## config.mk

```make
export PLATFORM = sky130hd
export DESIGN_NAME = read_addr_arbiter
export DESIGN_NICKNAME = d
export VERILOG_FILES = /design/src/rtl/axi_pkg.sv /design/src/rtl/rr_arbiter2.sv /design/src/rtl/read_addr_arbiter.sv
export SDC_FILE = /design/constraint.sdc
export NUM_CORES = 1
export LEC_CHECK = 0
export ABC_AREA = 1
export CAP_MARGIN = 5
export CORE_AREA = 2 2 81 83
export DETAILED_ROUTE_END_ITERATION = 10
export DIE_AREA = 0 0 83 85
export HOLD_SLACK_MARGIN = 0.1
export PLACE_DENSITY = 0.77
export RECOVER_POWER = 25
export SKIP_CTS_REPAIR_TIMING = 1
export SLEW_MARGIN = 0
export SYNTH_ARGS = -nofsm -noshare
export SYNTH_HDL_FRONTEND = slang
export SYNTH_SLANG_ARGS = --single-unit
```

## constraint.sdc

```tcl
create_clock -name ACLK -period 3.3 [get_ports ACLK]
set_input_delay 0.99 -clock ACLK [delete_from_list [all_inputs] [get_ports ACLK]]
set_output_delay 0.99 -clock ACLK [all_outputs]
set_load 0.1 [all_outputs]
```

## src/rtl/axi_pkg.sv

```systemverilog
// ---------------------------------------------------------------------------
// axi_pkg
//   Types and constants shared by the AXI bridge read path: the read routing
//   state (also consumed by the read-data channel mux), master index
//   constants, the default S1 address select bit and the target decoder.
//   AXI widths come from the common include. The guarded fallbacks below let
//   this slice elaborate on its own and step aside when that include is
//   already loaded.
// ---------------------------------------------------------------------------
`ifndef AXI_ID_BITS
`define AXI_ID_BITS 4
`endif
`ifndef AXI_IDS_BITS
`define AXI_IDS_BITS 8
`endif
`ifndef AXI_ADDR_BITS
`define AXI_ADDR_BITS 32
`endif
`ifndef AXI_LEN_BITS
`define AXI_LEN_BITS 4
`endif
`ifndef AXI_SIZE_BITS
`define AXI_SIZE_BITS 3
`endif

package axi_pkg;

    // Read routing select; the encoding is fixed because the data mux decodes it.
    typedef enum logic [2:0] {
        IDLE    = 3'd0,
        R_M0_S0 = 3'd1,
        R_M1_S0 = 3'd2,
        R_M1_S1 = 3'd3
    } r_state_t;

    localparam logic M0_IDX = 1'b0;
    localparam logic M1_IDX = 1'b1;

    localparam int S1_BASE_BIT_DEFAULT = 16;

    // Route for a granted master: M0 only ever reaches S0; M1 is steered by
    // its address select bit.
    function automatic r_state_t decode_target(input logic master, input logic s1_sel);
        r_state_t route;
        if (master == M0_IDX) begin
            route = R_M0_S0;
        end else if (s1_sel) begin
            route = R_M1_S1;
        end else begin
            route = R_M1_S0;
        end
        return route;
    endfunction

endpackage

```

## src/rtl/rr_arbiter2.sv

```systemverilog
// ---------------------------------------------------------------------------
// rr_arbiter2
//   Two-requester round-robin arbiter. The grant is combinational; the
//   memory of the last winner is registered and advances only when the
//   caller pulses update while some request is present.
//   Ports:
//     clk, rst   clock, asynchronous active-high reset
//     req[1:0]   request per master (bit index = master index)
//     update     take the current grant (advance last winner)
//     grant[1:0] one-hot grant, all-zero when nobody requests
// ---------------------------------------------------------------------------
module rr_arbiter2
    import axi_pkg::*;
(
    input  logic       clk,
    input  logic       rst,
    input  logic [1:0] req,
    input  logic       update,
    output logic [1:0] grant
);

    logic last_grant_r;

    // Lone requester wins; under contention the master not served last wins.
    always_comb begin
        grant = 2'b00;
        case (req)
            2'b01:   grant = 2'b01;
            2'b10:   grant = 2'b10;
            2'b11:   grant = (last_grant_r == M1_IDX) ? 2'b01 : 2'b10;
            default: grant = 2'b00;
        endcase
    end

    // Last-winner memory; reset favours M0 on the first contention.
    always_ff @(posedge clk or posedge rst) begin
        if (rst) begin
            last_grant_r <= M1_IDX;
        end else if (update && (grant != 2'b00)) begin
            last_grant_r <= grant[1];
        end else begin
            last_grant_r <= last_grant_r;
        end
    end

endmodule

```

## src/rtl/read_addr_arbiter.sv

```systemverilog
// ---------------------------------------------------------------------------
// read_addr_arbiter
//   Read-address front end of the AXI bridge. Arbitrates AR requests from
//   M0/M1, decodes the slave (S0/S1), forwards the AR handshake to it and
//   holds the path until the last R beat on that slave completes. Only one
//   read is outstanding bridge-wide. R_state is a register, so the
//   downstream read-data mux never sees a combinational path from ARVALID.
//   Ports:
//     ACLK, ARESET            clock, asynchronous active-high reset
//     AR*_M0 / AR*_M1         master AR channels (ARREADY_Mx is an output)
//     AR*_S0 / AR*_S1         slave AR channels (ARREADY_Sx is an input)
//     RVALID/RREADY/RLAST_Sx  R handshake, observed for completion only
//     R_state                 routing select: IDLE, R_M0_S0, R_M1_S0, R_M1_S1
// ---------------------------------------------------------------------------
`ifndef AXI_ID_BITS
`define AXI_ID_BITS 4
`endif
`ifndef AXI_IDS_BITS
`define AXI_IDS_BITS 8
`endif
`ifndef AXI_ADDR_BITS
`define AXI_ADDR_BITS 32
`endif
`ifndef AXI_LEN_BITS
`define AXI_LEN_BITS 4
`endif
`ifndef AXI_SIZE_BITS
`define AXI_SIZE_BITS 3
`endif

module read_addr_arbiter
    import axi_pkg::*;
#(
    parameter int S1_BASE_BIT = S1_BASE_BIT_DEFAULT,
    parameter int MID_BITS    = `AXI_IDS_BITS - `AXI_ID_BITS
) (
    input  logic                      ACLK,
    input  logic                      ARESET,
    input  logic [`AXI_ID_BITS-1:0]   ARID_M0,
    input  logic [`AXI_ADDR_BITS-1:0] ARADDR_M0,
    input  logic [`AXI_LEN_BITS-1:0]  ARLEN_M0,
    input  logic [`AXI_SIZE_BITS-1:0] ARSIZE_M0,
    input  logic [1:0]                ARBURST_M0,
    input  logic                      ARVALID_M0,
    output logic                      ARREADY_M0,
    input  logic [`AXI_ID_BITS-1:0]   ARID_M1,
    input  logic [`AXI_ADDR_BITS-1:0] ARADDR_M1,
    input  logic [`AXI_LEN_BITS-1:0]  ARLEN_M1,
    input  logic [`AXI_SIZE_BITS-1:0] ARSIZE_M1,
    input  logic [1:0]                ARBURST_M1,
    input  logic                      ARVALID_M1,
    output logic                      ARREADY_M1,
    output logic [`AXI_IDS_BITS-1:0]  ARID_S0,
    output logic [`AXI_ADDR_BITS-1:0] ARADDR_S0,
    output logic [`AXI_LEN_BITS-1:0]  ARLEN_S0,
    output logic [`AXI_SIZE_BITS-1:0] ARSIZE_S0,
    output logic [1:0]                ARBURST_S0,
    output logic                      ARVALID_S0,
    input  logic                      ARREADY_S0,
    output logic [`AXI_IDS_BITS-1:0]  ARID_S1,
    output logic [`AXI_ADDR_BITS-1:0] ARADDR_S1,
    output logic [`AXI_LEN_BITS-1:0]  ARLEN_S1,
    output logic [`AXI_SIZE_BITS-1:0] ARSIZE_S1,
    output logic [1:0]                ARBURST_S1,
    output logic                      ARVALID_S1,
    input  logic                      ARREADY_S1,
    input  logic                      RVALID_S0,
    input  logic                      RREADY_S0,
    input  logic                      RLAST_S0,
    input  logic                      RVALID_S1,
    input  logic                      RREADY_S1,
    input  logic                      RLAST_S1,
    output logic [2:0]                R_state
);

    r_state_t                  state_r;
    logic                      ar_pending_r;
    logic [1:0]                grant_s;
    logic                      active_s;
    logic                      sel_m1_s;
    logic                      sel_s1_s;
    logic                      sel_valid_s;
    logic                      sel_ready_s;
    logic                      ar_hs_s;
    logic                      r_last_hs_s;
    logic [`AXI_IDS_BITS-1:0]  sel_id_s;
    logic [`AXI_ADDR_BITS-1:0] sel_addr_s;
    logic [`AXI_LEN_BITS-1:0]  sel_len_s;
    logic [`AXI_SIZE_BITS-1:0] sel_size_s;
    logic [1:0]                sel_burst_s;

    // Arbitration is only taken while IDLE, which also enforces the bubble
    // cycle after completion.
    rr_arbiter2 u_rr_arbiter2 (
        .clk    (ACLK),
        .rst    (ARESET),
        .req    ({ARVALID_M1, ARVALID_M0}),
        .update (state_r == IDLE),
        .grant  (grant_s)
    );

    // Owner/target flags from the routing state; unknown encodings own nothing.
    always_comb begin
        active_s = 1'b0;
        sel_m1_s = 1'b0;
        sel_s1_s = 1'b0;
        case (state_r)
            R_M0_S0: active_s = 1'b1;
            R_M1_S0: begin
                active_s = 1'b1;
                sel_m1_s = 1'b1;
            end
            R_M1_S1: begin
                active_s = 1'b1;
                sel_m1_s = 1'b1;
                sel_s1_s = 1'b1;
            end
            default: active_s = 1'b0;
        endcase
    end

    // Owner's AR payload (ID tagged with its master index) and the handshakes
    // of the selected pair.
    always_comb begin
        sel_valid_s = sel_m1_s ? ARVALID_M1 : ARVALID_M0;
        sel_ready_s = sel_s1_s ? ARREADY_S1 : ARREADY_S0;
        ar_hs_s     = sel_valid_s & sel_ready_s;
        r_last_hs_s = sel_s1_s ? (RVALID_S1 & RREADY_S1 & RLAST_S1)
                               : (RVALID_S0 & RREADY_S0 & RLAST_S0);
        if (sel_m1_s) begin
            sel_id_s    = {MID_BITS'(M1_IDX), ARID_M1};
            sel_addr_s  = ARADDR_M1;
            sel_len_s   = ARLEN_M1;
            sel_size_s  = ARSIZE_M1;
            sel_burst_s = ARBURST_M1;
        end else begin
            sel_id_s    = {MID_BITS'(M0_IDX), ARID_M0};
            sel_addr_s  = ARADDR_M0;
            sel_len_s   = ARLEN_M0;
            sel_size_s  = ARSIZE_M0;
            sel_burst_s = ARBURST_M0;
        end
    end

    // AR forwarding: only while the address is still pending, and only to the
    // selected slave / from the owning master; everything else reads zero.
    always_comb begin
        ARREADY_M0 = 1'b0;
        ARREADY_M1 = 1'b0;
        ARID_S0    = '0;
        ARADDR_S0  = '0;
        ARLEN_S0   = '0;
        ARSIZE_S0  = '0;
        ARBURST_S0 = 2'b00;
        ARVALID_S0 = 1'b0;
        ARID_S1    = '0;
        ARADDR_S1  = '0;
        ARLEN_S1   = '0;
        ARSIZE_S1  = '0;
        ARBURST_S1 = 2'b00;
        ARVALID_S1 = 1'b0;
        if (active_s && ar_pending_r) begin
            if (sel_s1_s) begin
                ARID_S1    = sel_id_s;
                ARADDR_S1  = sel_addr_s;
                ARLEN_S1   = sel_len_s;
                ARSIZE_S1  = sel_size_s;
                ARBURST_S1 = sel_burst_s;
                ARVALID_S1 = sel_valid_s;
            end else begin
                ARID_S0    = sel_id_s;
                ARADDR_S0  = sel_addr_s;
                ARLEN_S0   = sel_len_s;
                ARSIZE_S0  = sel_size_s;
                ARBURST_S0 = sel_burst_s;
                ARVALID_S0 = sel_valid_s;
            end
            if (sel_m1_s) begin
                ARREADY_M1 = sel_ready_s;
            end else begin
                ARREADY_M0 = sel_ready_s;
            end
        end else begin
            ARREADY_M0 = 1'b0;
            ARREADY_M1 = 1'b0;
        end
    end

    // Path ownership: grant from IDLE, drop pending on the AR handshake, then
    // release on the selected slave's last R beat. R beats during the address
    // phase are deliberately not looked at.
    always_ff @(posedge ACLK or posedge ARESET) begin
        if (ARESET) begin
            state_r      <= IDLE;
            ar_pending_r <= 1'b0;
        end else begin
            case (state_r)
                IDLE: begin
                    if (grant_s != 2'b00) begin
                        state_r      <= decode_target(grant_s[M1_IDX], ARADDR_M1[S1_BASE_BIT]);
                        ar_pending_r <= 1'b1;
                    end else begin
                        ar_pending_r <= 1'b0;
                    end
                end
                R_M0_S0, R_M1_S0, R_M1_S1: begin
                    if (ar_pending_r) begin
                        if (ar_hs_s) begin
                            ar_pending_r <= 1'b0;
                        end else begin
                            ar_pending_r <= 1'b1;
                        end
                    end else if (r_last_hs_s) begin
                        state_r <= IDLE;
                    end else begin
                        state_r <= state_r;
                    end
                end
                default: begin
                    state_r      <= IDLE;
                    ar_pending_r <= 1'b0;
                end
            endcase
        end
    end

    assign R_state = state_r;

endmodule

```

* Yosys cells after proc, flatten, opt, wreduce, memory -nomap -nowiden
Cells that the tools add are included.
Storage, ports and cells: bits of input ports 102, ROM bits 0, logic and storage cells 75, latch bits 0, output and inout port bits 105, register bits after elaboration 5, RAM bits 0, memories 0
Operators by class: shifts and indexed selects 0, reductions and logical operators 7, div/mod/pow operators 0, muxes and demuxes 51, add/subtract/negate cells 0, eq/ne operators 9, order comparisons 0, bitwise logic cells 5, $mul 0
Operators with widths (count):
- $mux 32 | 5
- $mux 8 | 4
- $mux 3 | 8
- $mux 4 | 5
- $mux 1 | 18
- $mux 2 | 7
- $eq 3x2->1 const B | 2
- $pmux 2 s3 | 1
- $pmux 3 s2 | 1
- $and 1x1->1 | 5
- $mux 5 | 1
- $eq 2x2->1 const B | 2
- $ne 2x2->1 const B | 2
- $eq 3x1->1 const B | 1
- $logic_not 3->1 | 1
- $reduce_and 3->1 | 1
- $reduce_or 3->1 | 1
- $eq 2x1->1 const B | 1
- $logic_and 1x1->1 | 2
- $ne 2x1->1 const B | 1
- $pmux 1 s2 | 1
- $reduce_bool 2->1 | 1
- $reduce_or 2->1 | 1

* Logic depth before layout (Yosys ltp)
Gate-level depths: netlist of run 1.
word-level depth 8, mapped depth 9, mapped depth without buffers 8

* Cells and area by module
Synthesis of run 1 repeated with hierarchy kept, for this count alone.
Unflattened totals: cells, all modules 259, area total of the unflattened synthesis 1316.3 µm²
Modules (own cells, without submodules):
- read_addr_arbiter | instances 1, area an instance 1246.2 µm², seq. area each 75.1 µm², cells an instance 249
- rr_arbiter2 | instances 1, area an instance 70.1 µm², seq. area each 26.3 µm², cells an instance 10

* Worst setup path after synthesis of run 1
No wires, ideal clock.
path type flip-flop to output port, from register state_r[1], in the netlist R_state[1], to output ARADDR_S0[0], path buffers 2, arrival 3.761 ns, cell stages (with the launch flop) 7, setup slack -1.451 ns, required time 2.310 ns, cells stage by stage dfrtp_1 > buf_4 > inv_2 > nor2_2 > nand2_2 > buf_2 > o21ai_0
On the way: word-level cells in the longest chain between the ends 6, elaborated cells on any way between the ends 12, classes of those cells 3 x eq/ne; 6 x mux; 3 x reduce/logical
RTL lines:
- start, declared | line read_addr_arbiter.sv:76 | r_state_t state_r;
- start signal, assigned | line read_addr_arbiter.sv:200 | state_r <= decode_target(grant_s[M1_IDX], ARADDR_M1[S1_BASE_BIT]);
- start signal, assigned | line read_addr_arbiter.sv:216 | state_r <= state_r;
- $eq 3x2->1 | line read_addr_arbiter.sv:107 | case (state_r)
- $reduce_or 2->1 (no line)
- $mux 1 | line read_addr_arbiter.sv:107
- $mux 32 | line read_addr_arbiter.sv:130 | if (sel_m1_s) begin
- $mux 32 | line read_addr_arbiter.sv:163 | if (sel_s1_s) begin
- $mux 32 * | line read_addr_arbiter.sv:162 | if (active_s && ar_pending_r) begin
- end, declared | line read_addr_arbiter.sv:54 | output logic [`AXI_ADDR_BITS-1:0] ARADDR_S0,
Every way passes the cells marked *; elsewhere a longest branch is shown, timed or not.

* Worst setup path in the final report of run 1
from input ARVALID_M0, to output ARVALID_S0
On the way: word-level cells in the longest chain between the ends 3
RTL lines:
- start, declared | line read_addr_arbiter.sv:44 | input logic ARVALID_M0,
- $mux 1 | line read_addr_arbiter.sv:125 | sel_valid_s = sel_m1_s ? ARVALID_M1 : ARVALID_M0;
- $mux 1 | line read_addr_arbiter.sv:163
- $mux 1 | line read_addr_arbiter.sv:162
- end, declared | line read_addr_arbiter.sv:58 | output logic ARVALID_S0,
No other way between the ends.

==> results of run 1 <==
## final cells by class
cell class / count / area share
well taps: 77 / 0.0208
repair buffers: 208 / 0.611
clock buffers: 4 / 0.00972
flip-flops and latches: 4 / 0.0235
multi-input cells: 178 / 0.292
inverters: 51 / 0.0424
## synth_stat cells
| library cell | number |
|---|---|
| nor2_2 | 1 |
| clkbuf_1 | 2 |
| or2_0 | 1 |
| nand2_1 | 15 |
| buf_4 | 8 |
| o21ai_1 | 11 |
| mux2i_1 | 3 |
| buf_6 | 4 |
| dfrtp_1 | 3 |
| o21ai_2 | 1 |
| a21o_1 | 1 |
| inv_1 | 49 |
| clkbuf_2 | 2 |
| nand2_2 | 2 |
| nor3_1 | 2 |
| buf_2 | 6 |
| a21oi_1 | 1 |
| inv_2 | 2 |
| buf_1 | 2 |
| nor2_4 | 3 |
| nand3_1 | 43 |
| dfstp_2 | 1 |
| conb_1 | 1 |
| nor2_1 | 53 |
| o21ai_0 | 34 |
## metrics by stage
step / setup TNS [ns] / power (mW) / worst slack [ns] / hold slack (ns) / utilization
6_report: 0 / 4.81 / 0.181 / 0.469 / 0.747
5_1_grt: 0 / 4.96 / 0.111 / 0.500 / 0.747
4_1_cts: 0 / 4.95 / 0.162 / 0.475 / 0.783
3_5_place_dp: 0 / 4.82 / 0.167 / 0.461 / 0.776
3_3_place_gp: 0 / 4.80 / 0.217 / 0.452 / 0.776
2_1_floorplan: -1.16 / 3.20 / -0.0994 / 0.444 / -
## per-layer routing
| metal | part of all wire | wire, um | vias up | GRT usage |
|---|---|---|---|---|
| met4 | 0.014 | 108 | 0 | 0.0402 |
| met2 | 0.56 | 4390 | 136 | 0.432 |
| met1 | 0.35 | 2750 | 1065 | 0.228 |
| met3 | 0.075 | 586 | 9 | 0.0486 |
| li1 | - | - | 1164 | - |
| met5 | 0 | 0 | - | 0 |
## registers in the layout, summed over array words and instances, names as in the netlist
name	flops
R_state	2
ar_pending_r	1
u_rr_arbiter2.last_grant_r	1
## path summary, 6_finish.rpt
check	startpoint	to	cells past startpoint
min reg2reg	u_rr_arbiter2.last_grant_r	u_rr_arbiter2.last_grant_r	2
max reg2reg	R_state[1]	R_state[1]	6
min in group asynchronous	ARESET	R_state[0]	2
max	ARVALID_M0	ARVALID_S0	4
min	u_rr_arbiter2.last_grant_r	u_rr_arbiter2.last_grant_r	2
max in group asynchronous	ARESET	u_rr_arbiter2.last_grant_r	2
## kinds of logic after synthesis
family                 count (synthesis)
DFF                                    4
and+or+nand+nor                      120
muxes                                  3
other                                  1
buffers and inverters                 75
AOI/OAI and AO/OA                     48
## report_power, final
part	switching (mW)	total, mW	internal [mW]
Sequential	0.0531	0.141	0.0876
Combinational	3.16	4.56	1.41
Clock	0.0286	0.111	0.0828
## critical path: stages
cell and delay (ns):
dlygate4sd3_1 0.57, o21ai_0 0.28, nor2_2 0.10, buf_12 0.18
==> out/results.tsv, run 1 <==
metric	value	unit
outcome	complete, no violations	
Post-Synth Adder-Cell Area	0	
f_max	321	MHz
number of port buffers	199	
Final Cell Area	0.00463	sq mm
initial antenna violation count	0	
crit-path max FO	3	
Slew Viols, Final	0	
die area	0.00706	sq mm
synth-to-layout area growth	264	%
most area-consuming cells after synthesis	nand3_1 17%, nor2_1 16%, inv_1 14%, o21ai_0 13%, dfrtp_1 5.9%	
vias per cell	4.55	
crit end category	output pin	
Total Nets Final	548	
Ys Warns	0	
Non-Filler Instances	522	
CTS buffer count	3	
Final Hold Vio Count	0	
FF-to-FF setup slack	1.82	ns
Worst-Skew Late Latency	0.22	ns
H-tree depth	1	
Die Y-Extent	85	um
synthesized area per cell	5.07	sq um
Worst-Margin Slew	1.19	ns
Syn Inst Count	251	
Core Rows	29	
Pleak	1.95	nW
Post-DP HPWL	6790	um
Critical Path AT	2.13	ns
WS Path Type	in2out	
part of the cycle the worst path needs	0.945	
GPL Wtd Cong	0.907	
Synth Area in XOR/XNOR	0	
Die Width	83	um
Worst-path clk slew	0.03	ns
Seq cells post-synth	4	
Initial Util	0.205	
required time worst endpoint	2.31	ns
post-synthesis simple-gate area fraction	0.424	
RSZ-0062 raised after global routing	false	
ANT cells	0	
CTS Sinks	4	
crit path time final	3.12	ns
gr usage total	0.215	
Core Region	0.00620	sq mm
register area	109	sq um
Syn Std Cell Area	0.00127	sq mm
Yosys top cell area share	0.169	
Longest Clk Path Bufs	2	
CP Launch Type	primary input	
largest family of logic cells by synthesized area	simple AND/OR/NAND/NOR gates	
Netlist cell types	25	
Routed WL	7830	um
Residual DRC	0	
wire per inst	15.0	um
vias	2374	
IO Pins	207	
global-route wire length before repair	12500	um
sequential cell area fraction in the yosys report	0.0796	
CTS Root Cell	clkbuf_8	
Hold Path Class	reg2reg	
Placed Area	0.00481	sq mm
Worst IR Drop VDD	764	uV
largest net degree at the start of global routing	29	
Max-slew headroom	0.213	
number of detailed-route iterations in the first pass	4	
final antenna-violating net count	0	
most frequent cells in the layout	99 x clkdlybuf4s50_1, 85 x buf_12, 49 x nor2_4, 49 x inv_1, 43 x nand3_1	
max-capacitance violation count	0	
Iter 0 DRT Violations	49	
# setup viols final	0	
Fill cells	416	
cell taking the most area after synthesis	nand3_1	
Cell Pwr Density	1040	mW/mm^2
CTS tree	done	
most common cell after layout, fill and taps aside	clkdlybuf4s50_1	
placed cells	518	
multiplexer area fraction after synthesis	0.0236	
Multi-input gate area	0.00136	sq mm
overflow left after global routing	0	
Clock Skews	0.00478	ns
vias in the first global route	2489	
Synth Area in Compound Gates	0.194	
layout cell share with drive strength beyond 1	0.463	
Power figures use the tool's default switching activity.
==> run 2, diff against run 1 <==
Settings changed: ABC_CLOCK_PERIOD_IN_PS set to 3300.
==> results of run 2 <==
No change in the layout: final DEF, timing and power equal those of run 1.
